$ cat src/rtl/pipeline_ctrl_pkg.sv
// Shared definitions for the pipeline stall/flush controller: default sizes,
// stage indices and the controller state encoding.
package pipeline_ctrl_pkg;

  localparam int DEF_STAGES     = 5;
  localparam int DEF_ADDR_WIDTH = 32;

  localparam int STG_IF  = 0;
  localparam int STG_ID  = 1;
  localparam int STG_EX  = 2;
  localparam int STG_MEM = 3;
  localparam int STG_WB  = 4;

  typedef enum logic [0:0] {
    CTRL_IDLE  = 1'b0,
    CTRL_FLUSH = 1'b1
  } ctrl_state_e;

endpackage

$ cat src/rtl/pipeline_ctrl_stall_watchdog.sv
// Saturating count of consecutive stalled cycles; raises stall_timeout while
// the count sits at all-ones.
module pipeline_ctrl_stall_watchdog #(
  parameter int WDT_WIDTH = 8
) (
  input  logic clk,
  input  logic rst,
  input  logic count_en,
  output logic stall_timeout
);

  localparam logic [WDT_WIDTH-1:0] SAT = '1;

  logic [WDT_WIDTH-1:0] count;
  logic [WDT_WIDTH-1:0] count_nxt;

  always_comb begin
    count_nxt = '0;
    if (count_en) begin
      count_nxt = (count == SAT) ? SAT : count + 1'b1;
    end
  end

  // Flag is registered from the next count so it lines up with the counter.
  always_ff @(posedge clk or negedge rst) begin
    if (!rst) begin
      count         <= '0;
      stall_timeout <= 1'b0;
    end else begin
      count         <= count_nxt;
      stall_timeout <= (count_nxt == SAT);
    end
  end

endmodule

$ cat src/rtl/pipeline_ctrl.sv
// Central stall/flush controller: per-stage stall prefix-OR, exception/branch
// redirect with a timed flush window, and a stall watchdog.
//
//   state      | meaning
//   -----------+--------------------------------------------------------
//   CTRL_IDLE  | normal flow; stalls follow requests, redirects accepted
//   CTRL_FLUSH | flush asserted; only exceptions restart the window
module pipeline_ctrl
  import pipeline_ctrl_pkg::*;
#(
  parameter int STAGES       = DEF_STAGES,
  parameter int ADDR_WIDTH   = DEF_ADDR_WIDTH,
  parameter int FLUSH_CYCLES = 2,
  parameter int WDT_WIDTH    = 8
) (
  input  logic                  clk,
  input  logic                  rst,
  input  logic [STAGES-1:0]     stall_req,
  input  logic                  exc_req,
  input  logic [ADDR_WIDTH-1:0] exc_pc,
  input  logic                  branch_req,
  input  logic [ADDR_WIDTH-1:0] branch_pc,
  output logic [STAGES-1:0]     stall,
  output logic                  flush,
  output logic                  redirect_valid,
  output logic [ADDR_WIDTH-1:0] redirect_pc,
  output logic                  stall_timeout
);

  localparam int CNT_W = (FLUSH_CYCLES > 1) ? $clog2(FLUSH_CYCLES) : 1;
  localparam logic [CNT_W-1:0] CNT_LOAD = CNT_W'(FLUSH_CYCLES - 1);

  ctrl_state_e           state, state_nxt;
  logic [CNT_W-1:0]      cnt, cnt_nxt;
  logic [ADDR_WIDTH-1:0] pc_nxt;
  logic                  load;
  logic [STAGES-1:0]     prefix_or;

  // A request at stage k holds k and every earlier stage.
  for (genvar i = 0; i < STAGES; i++) begin : g_stall
    assign prefix_or[i] = |stall_req[STAGES-1:i];
  end

  assign stall = (!rst || state == CTRL_FLUSH) ? '0 : prefix_or;

  always_comb begin
    state_nxt = state;
    cnt_nxt   = cnt;
    pc_nxt    = redirect_pc;
    load      = 1'b0;
    case (state)
      CTRL_IDLE: begin
        if (exc_req) begin
          load   = 1'b1;
          pc_nxt = exc_pc;
        end else if (branch_req) begin
          load   = 1'b1;
          pc_nxt = branch_pc;
        end
      end
      CTRL_FLUSH: begin
        if (exc_req) begin
          load   = 1'b1;
          pc_nxt = exc_pc;
        end else if (cnt == '0) begin
          state_nxt = CTRL_IDLE;
        end else begin
          cnt_nxt = cnt - 1'b1;
        end
      end
      default: state_nxt = CTRL_IDLE;
    endcase
    if (load) begin
      state_nxt = CTRL_FLUSH;
      cnt_nxt   = CNT_LOAD;
    end
  end

  always_ff @(posedge clk or negedge rst) begin
    if (!rst) begin
      state          <= CTRL_IDLE;
      cnt            <= '0;
      flush          <= 1'b0;
      redirect_valid <= 1'b0;
      redirect_pc    <= '0;
    end else begin
      state          <= state_nxt;
      cnt            <= cnt_nxt;
      flush          <= (state_nxt == CTRL_FLUSH);
      redirect_valid <= load;
      redirect_pc    <= pc_nxt;
    end
  end

  pipeline_ctrl_stall_watchdog #(
    .WDT_WIDTH(WDT_WIDTH)
  ) u_watchdog (
    .clk          (clk),
    .rst          (rst),
    .count_en     ((state == CTRL_IDLE) && (|stall_req)),
    .stall_timeout(stall_timeout)
  );

endmodule

$ cat config.mk
export PLATFORM = sky130hd
export DESIGN_NAME = pipeline_ctrl
export DESIGN_NICKNAME = d
export VERILOG_FILES = /design/src/rtl/pipeline_ctrl_pkg.sv /design/src/rtl/pipeline_ctrl_stall_watchdog.sv /design/src/rtl/pipeline_ctrl.sv
export SDC_FILE = /design/constraint.sdc
export NUM_CORES = 1
export LEC_CHECK = 0
export CAP_MARGIN = 20
export CORE_MARGIN = 5
export CORE_UTILIZATION = 42
export DETAILED_ROUTE_END_ITERATION = 6
export GPL_TIMING_DRIVEN = 1
export PLACE_DENSITY = 0.85
export SLEW_MARGIN = 10
export SYNTH_ARGS = -nofsm -noshare
export SYNTH_HDL_FRONTEND = slang
export SYNTH_SLANG_ARGS = --single-unit
$ cat constraint.sdc
create_clock -name clk -period 3.85 [get_ports clk]
set_input_delay 0.77 -clock clk [delete_from_list [all_inputs] [get_ports clk]]
set_output_delay 0.77 -clock clk [all_outputs]
set_load 0.02 [all_outputs]
# Word-level counts from Yosys, hierarchy flattened
# Cells that the tools add are included.
[word_totals]
ff_bits = 44
inputBits = 73
out_inout_bits = 40
elab_cells = 43
[classes]
addsub = 2
eq_ne = 5
n_mux = 19
n_bitwise = 1
n_reduce_logical = 10
[op_table]
columns = ["op", "n"]
rows = [
  ["32-bit two-way mux", 3],
  ["32-bit one-hot mux with 2 select lines", 1],
  ["8-bit equality test (second input constant)", 2],
  ["8-bit two-way mux", 2],
  ["1-bit two-way mux", 11],
  ["8-bit by 1-bit adder with 8-bit output (second input constant)", 1],
  ["5-bit two-way mux", 1],
  ["5-bit OR reduction", 1],
  ["2-bit AND reduction", 2],
  ["4-bit OR reduction", 1],
  ["3-bit != test (second input constant)", 1],
  ["3-bit OR reduction", 1],
  ["2-bit by 1-bit != test with 1-bit output (second input constant)", 1],
  ["2-bit != test (second input constant)", 1],
  ["1-bit one-hot mux with 2 select lines", 1],
  ["2-bit nonzero test", 1],
  ["2-bit OR reduction", 1],
  ["1-bit logical AND", 1],
  ["1-bit logical NOT", 1],
  ["1-bit logical OR", 1],
  ["1-bit inverter", 1],
  ["1-bit subtractor (second input constant)", 1],
]

# Depth between registers and ports, before layout
[depth]
depth_word = 5
depth_mapped = 5
depth_no_buf = 5

# By module
# A second synthesis with hierarchy kept.
[hier_totals]
hier_cells = 253
area_unflattened_um2 = 2560.0
[modules_own_cells]
columns = ["mod", "instances", "cells_per_inst", "area_each_um2", "seq_area_each_um2"]
rows = [
  ["pipeline_ctrl", 1, 201, 2040.7, 875.8],
  ["pipeline_ctrl_stall_watchdog", 1, 52, 519.2, 225.2],
]

# Least setup slack after synthesis
# OpenSTA, ideal clock, no wires.
[synth_timing]
path_kind = "input port to output port"
from = "in stall_req[4]"
to = "out stall[0]"
arrival_ns = 1.459
t_required_ns = 3.080
slack_ns = 1.621
path_stages = 3
path_buffers = 0
cell_sequence = "nor4_1 -> nand2b_1 -> and3_1"
[synth_between]
elab_chain_cells = 2
[synth_rtl]
columns = ["element", "line", "text"]
rows = [
  ["start: declaration", "pipeline_ctrl.sv:18", "input logic [STAGES-1:0] stall_req,"],
  ["5-bit OR reduction", "pipeline_ctrl.sv:41", "assign prefix_or[i] = |stall_req[STAGES-1:i];"],
  ["5-bit two-way mux", "pipeline_ctrl.sv:44", "assign stall = (!rst || state == CTRL_FLUSH) ? '0 : prefix_or;"],
  ["end: declaration", "pipeline_ctrl.sv:23", "output logic [STAGES-1:0] stall,"],
]
# Every way passes these cells.

# Worst setup path after layout
# Ends and elaborated chain as after synthesis.

==> run_summary.xml <==
<?xml version="1.0" encoding="UTF-8"?>
<metrics>
  <group name="setup_path">
    <metric name="critPathRequiredTime" unit="ns">3.08</metric>
    <metric name="critical_path_buf_inv_count" unit="">2</metric>
    <metric name="crit_path_start_kind" unit="">primary input</metric>
    <metric name="cpMostUsedCell" unit="">clkdlybuf4s50_1</metric>
    <metric name="critical_path_class" unit="">in -&gt; out</metric>
    <metric name="cp.arrival" unit="ns">2.51</metric>
    <metric name="cp_top_family" unit="">buffers and inverters</metric>
    <metric name="sort_of_element_at_the_end_of_the_critical_path" unit="">output port</metric>
    <metric name="crit_path_max_incr_delay" unit="ns">0.54</metric>
    <metric name="worstPathCellList" unit="">clkdlybuf4s50_1, nor4_1, nand2b_1, and3_1, clkdlybuf4s50_1</metric>
    <metric name="crit_fanout" unit="">4</metric>
    <metric name="cell_with_the_largest_stage_delay_on_the_worst_path" unit="">clkdlybuf4s50_1</metric>
  </group>
  <group name="cts">
    <metric name="post_cts_setup_repair_bufs" unit="">0</metric>
    <metric name="cts.clk_slew.worst_paths" unit="ns">0.07</metric>
    <metric name="cts_repair_resize_count" unit="">0</metric>
    <metric name="ctsHtreeMaxLevel" unit="">2</metric>
    <metric name="worst_skew_pair.late_latency" unit="ns">0.29</metric>
    <metric name="cts_tree" unit="">done</metric>
    <metric name="postCtsHoldBufs" unit="">0</metric>
    <metric name="max-clock-path-buffers" unit="">2</metric>
    <metric name="cts_sink_count" unit="">44</metric>
    <metric name="root_buffer_cell" unit="">clkbuf_8</metric>
    <metric name="total_cts_buffers" unit="">5</metric>
  </group>
  <group name="routing">
    <metric name="wl_per_cell" unit="um">15.03</metric>
    <metric name="detail_route.vias_per_cell" unit="">5.000</metric>
    <metric name="drc_errors" unit="">0</metric>
    <metric name="drt_first_iter_violations" unit="">103</metric>
    <metric name="postRouteWirelength" unit="um">5785</metric>
    <metric name="first_pass_iters" unit="">4</metric>
    <metric name="routed-via-count" unit="">1925</metric>
    <metric name="post_drt_antenna_nets" unit="">0</metric>
  </group>
  <group name="sta">
    <metric name="timing.hold.ws" unit="ns">0.4934</metric>
    <metric name="tightestPinTransition" unit="ns">0.9130</metric>
    <metric name="max_freq" unit="MHz">304.5</metric>
    <metric name="setup-violations-final" unit="">0</metric>
    <metric name="final_min_period_over_clock_period" unit="%">85.31</metric>
    <metric name="rsz_0062_raised_after_global_routing" unit="">false</metric>
    <metric name="slew_violations" unit="">0</metric>
    <metric name="finalCriticalPeriod" unit="ns">3.285</metric>
    <metric name="final-hold-violation-count" unit="">0</metric>
    <metric name="final_skew" unit="ns">0.008209</metric>
    <metric name="max_slew_headroom" unit="%">39.14</metric>
    <metric name="fin_setup_tns" unit="ns">0</metric>
  </group>
  <group name="die">
    <metric name="io_pins" unit="">113</metric>
    <metric name="dieHeight" unit="um">80.70</metric>
    <metric name="die_area" unit="sq um">6512</metric>
    <metric name="floorplan.initialDensity" unit="%">43.87</metric>
    <metric name="rows" unit="">25</metric>
    <metric name="die_w" unit="um">80.70</metric>
    <metric name="placeableCoreArea" unit="sq um">4786</metric>
  </group>
  <group name="yosys">
    <metric name="synth_area" unit="sq um">2100</metric>
    <metric name="synthCells" unit="">206</metric>
    <metric name="async_reset_ff_share" unit="%">100.0</metric>
    <metric name="synthDominantCellAreaShare" unit="%">52.44</metric>
    <metric name="synthTopCellsByArea" unit="">dfrtp_1 (52%), mux2i_1 (16%), o21ai_0 (7.6%)</metric>
    <metric name="synthesis.yosys.warnings" unit="">0</metric>
    <metric name="ys_ff_latch" unit="">44</metric>
    <metric name="avgSynthCellArea" unit="sq um">10.19</metric>
    <metric name="yosys.area.top_type" unit="">dfrtp_1</metric>
    <metric name="sequential_cell_area_fraction_in_the_yosys_report" unit="%">52.44</metric>
    <metric name="most_repeated_cell_in_the_gate_level_netlist_after_synthesis" unit="">dfrtp_1</metric>
    <metric name="most_frequently_used_flop_master_after_synthesis" unit="">dfrtp_1</metric>
    <metric name="yosysUniqueCellTypes" unit="">34</metric>
    <metric name="synth_fp_nets" unit="">280</metric>
    <metric name="synth_edf_count" unit="">0</metric>
    <metric name="ys_top_cells_by_count" unit="">dfrtp_1 (44), nand2_1 (36), mux2i_1 (33), o21ai_0 (32)</metric>
  </group>
  <group name="global_routing">
    <metric name="gr-total-overflow" unit="">0</metric>
    <metric name="first_global_vias" unit="">2095</metric>
    <metric name="grt_pass1_wl" unit="um">9687</metric>
    <metric name="grt_max_degree" unit="">66</metric>
    <metric name="antenna_found_initial" unit="">0</metric>
    <metric name="global_route.usage.total" unit="%">19.37</metric>
  </group>
  <group name="pwr">
    <metric name="ir_worst_vdd" unit="uV">241.4</metric>
    <metric name="power.static_leakage" unit="uW">0.001572</metric>
    <metric name="power.density_cell_area" unit="nW/um^2">347.1</metric>
  </group>
  <group name="final_layout">
    <metric name="drive_gt1_share" unit="%">5.346</metric>
    <metric name="areaGrowthSynthToFinish" unit="%">61.02</metric>
    <metric name="n_antenna_cell" unit="">0</metric>
    <metric name="nNetsFinal" unit="">391</metric>
  </group>
  <group name="placement">
    <metric name="detailedPlacementHpwl" unit="um">4587</metric>
    <metric name="number_of_buffer_cells_added_on_primary_ports" unit="">112</metric>
    <metric name="weighted_congestion_reported_at_the_end_of_routability_driven_placement" unit="">0.7660</metric>
  </group>
  <group name="status">
    <metric name="outcome" unit="">finished clean</metric>
  </group>
  <group name="worst_hold_path">
    <metric name="hold_class" unit="">reg -&gt; reg</metric>
  </group>
  <group name="run">
    <metric name="max_cap_violations" unit="">0</metric>
  </group>
</metrics>
-- worst paths after layout --
check                                     from                  endpoint  slack [ns]  depth (start not counted)
max in group asynchronous                  rst       u_watchdog.count[1]        2.87                          2
setup / recovery                  stall_req[4]                  stall[0]        0.57                          5
min in group asynchronous                  rst  u_watchdog.stall_timeout        0.60                          2
hold reg to reg                            cnt                       cnt        0.49                          1
hold / removal                             cnt                       cnt        0.49                          1
setup reg to reg           u_watchdog.count[0]  u_watchdog.stall_timeout        2.00                          5
-- per-stage QoR --
stage / total power (uW) / setup slack (ns) / cells / util [%] / cell area (sq um)
final: 1173 / 0.5654 / 385 / 70.64 / 3381
after global routing: 1241 / 0.4218 / 385 / 70.64 / 3381
after CTS: 1187 / 0.5540 / 385 / 70.64 / 3381
after detailed placement: 845.2 / 0.5658 / 377 / 68.39 / 3273
after global placement: 837.3 / 0.6326 / 377 / 68.39 / 3273
after floorplan: 657.1 / 1.621 / 206 / - / 2100
-- layout by cell type, fill, tap and decap left out, types with 3 or more instances in the layout --
master,n
clkbuf_8,5
nand2_1,35
nand4_1,4
buf_4,3
nor2_1,6
and3_1,3
o21ai_0,32
a21oi_1,7
clkdlybuf4s50_1,110
inv_1,3
mux2i_1,33
dfrtp_1,44
nand2b_1,3
-- final cells by class --
class,count,area [sq um]
sequential,44,1101
clock buffer,6,72.57
tap,67,83.83
timing repair buffer,115,1134
multi-input combinational,148,943.4
clock inverter,2,35.03
fill,377,1405
inverter,3,11.26
-- sequential cells by signal, indices dropped and copies added (netlist names) --
register / flops
redirect_pc: 32
u_watchdog.count: 8
cnt: 1
redirect_valid: 1
state: 1
u_watchdog.stall_timeout: 1
-- per-layer routing --
layer	routed length, um	share of wire, %	vias to the layer above	track usage, %
met5	0	0	-	0
met4	44	0.76	0	4.223
met3	671	12	4	9.641
met2	2856	49	77	33.86
met1	2213	38	904	21.13
li1	-	-	940	-
-- where the power goes --
group          switching, uW  leakage, uW  total [uW]  internal [uW]
registers               23.8     0.000546         525            501
logic                    139     0.000971         307            169
clock network            149    0.0000552         341            193
-- logic make-up after synthesis --
logic type / count (synthesis) / share of synthesized area, %
buffers and inverters: 14 / 2.741
XOR/XNOR: 4 / 1.669
flip-flops: 44 / 52.44
multiplexers: 33 / 15.73
AO/OA/AOI/OAI: 46 / 11.92
adder cells (fa/ha/maj): 1 / 0.5959
AND/OR/NAND/NOR: 64 / 14.90
No activity file was read; power rests on OpenSTA's default activity.
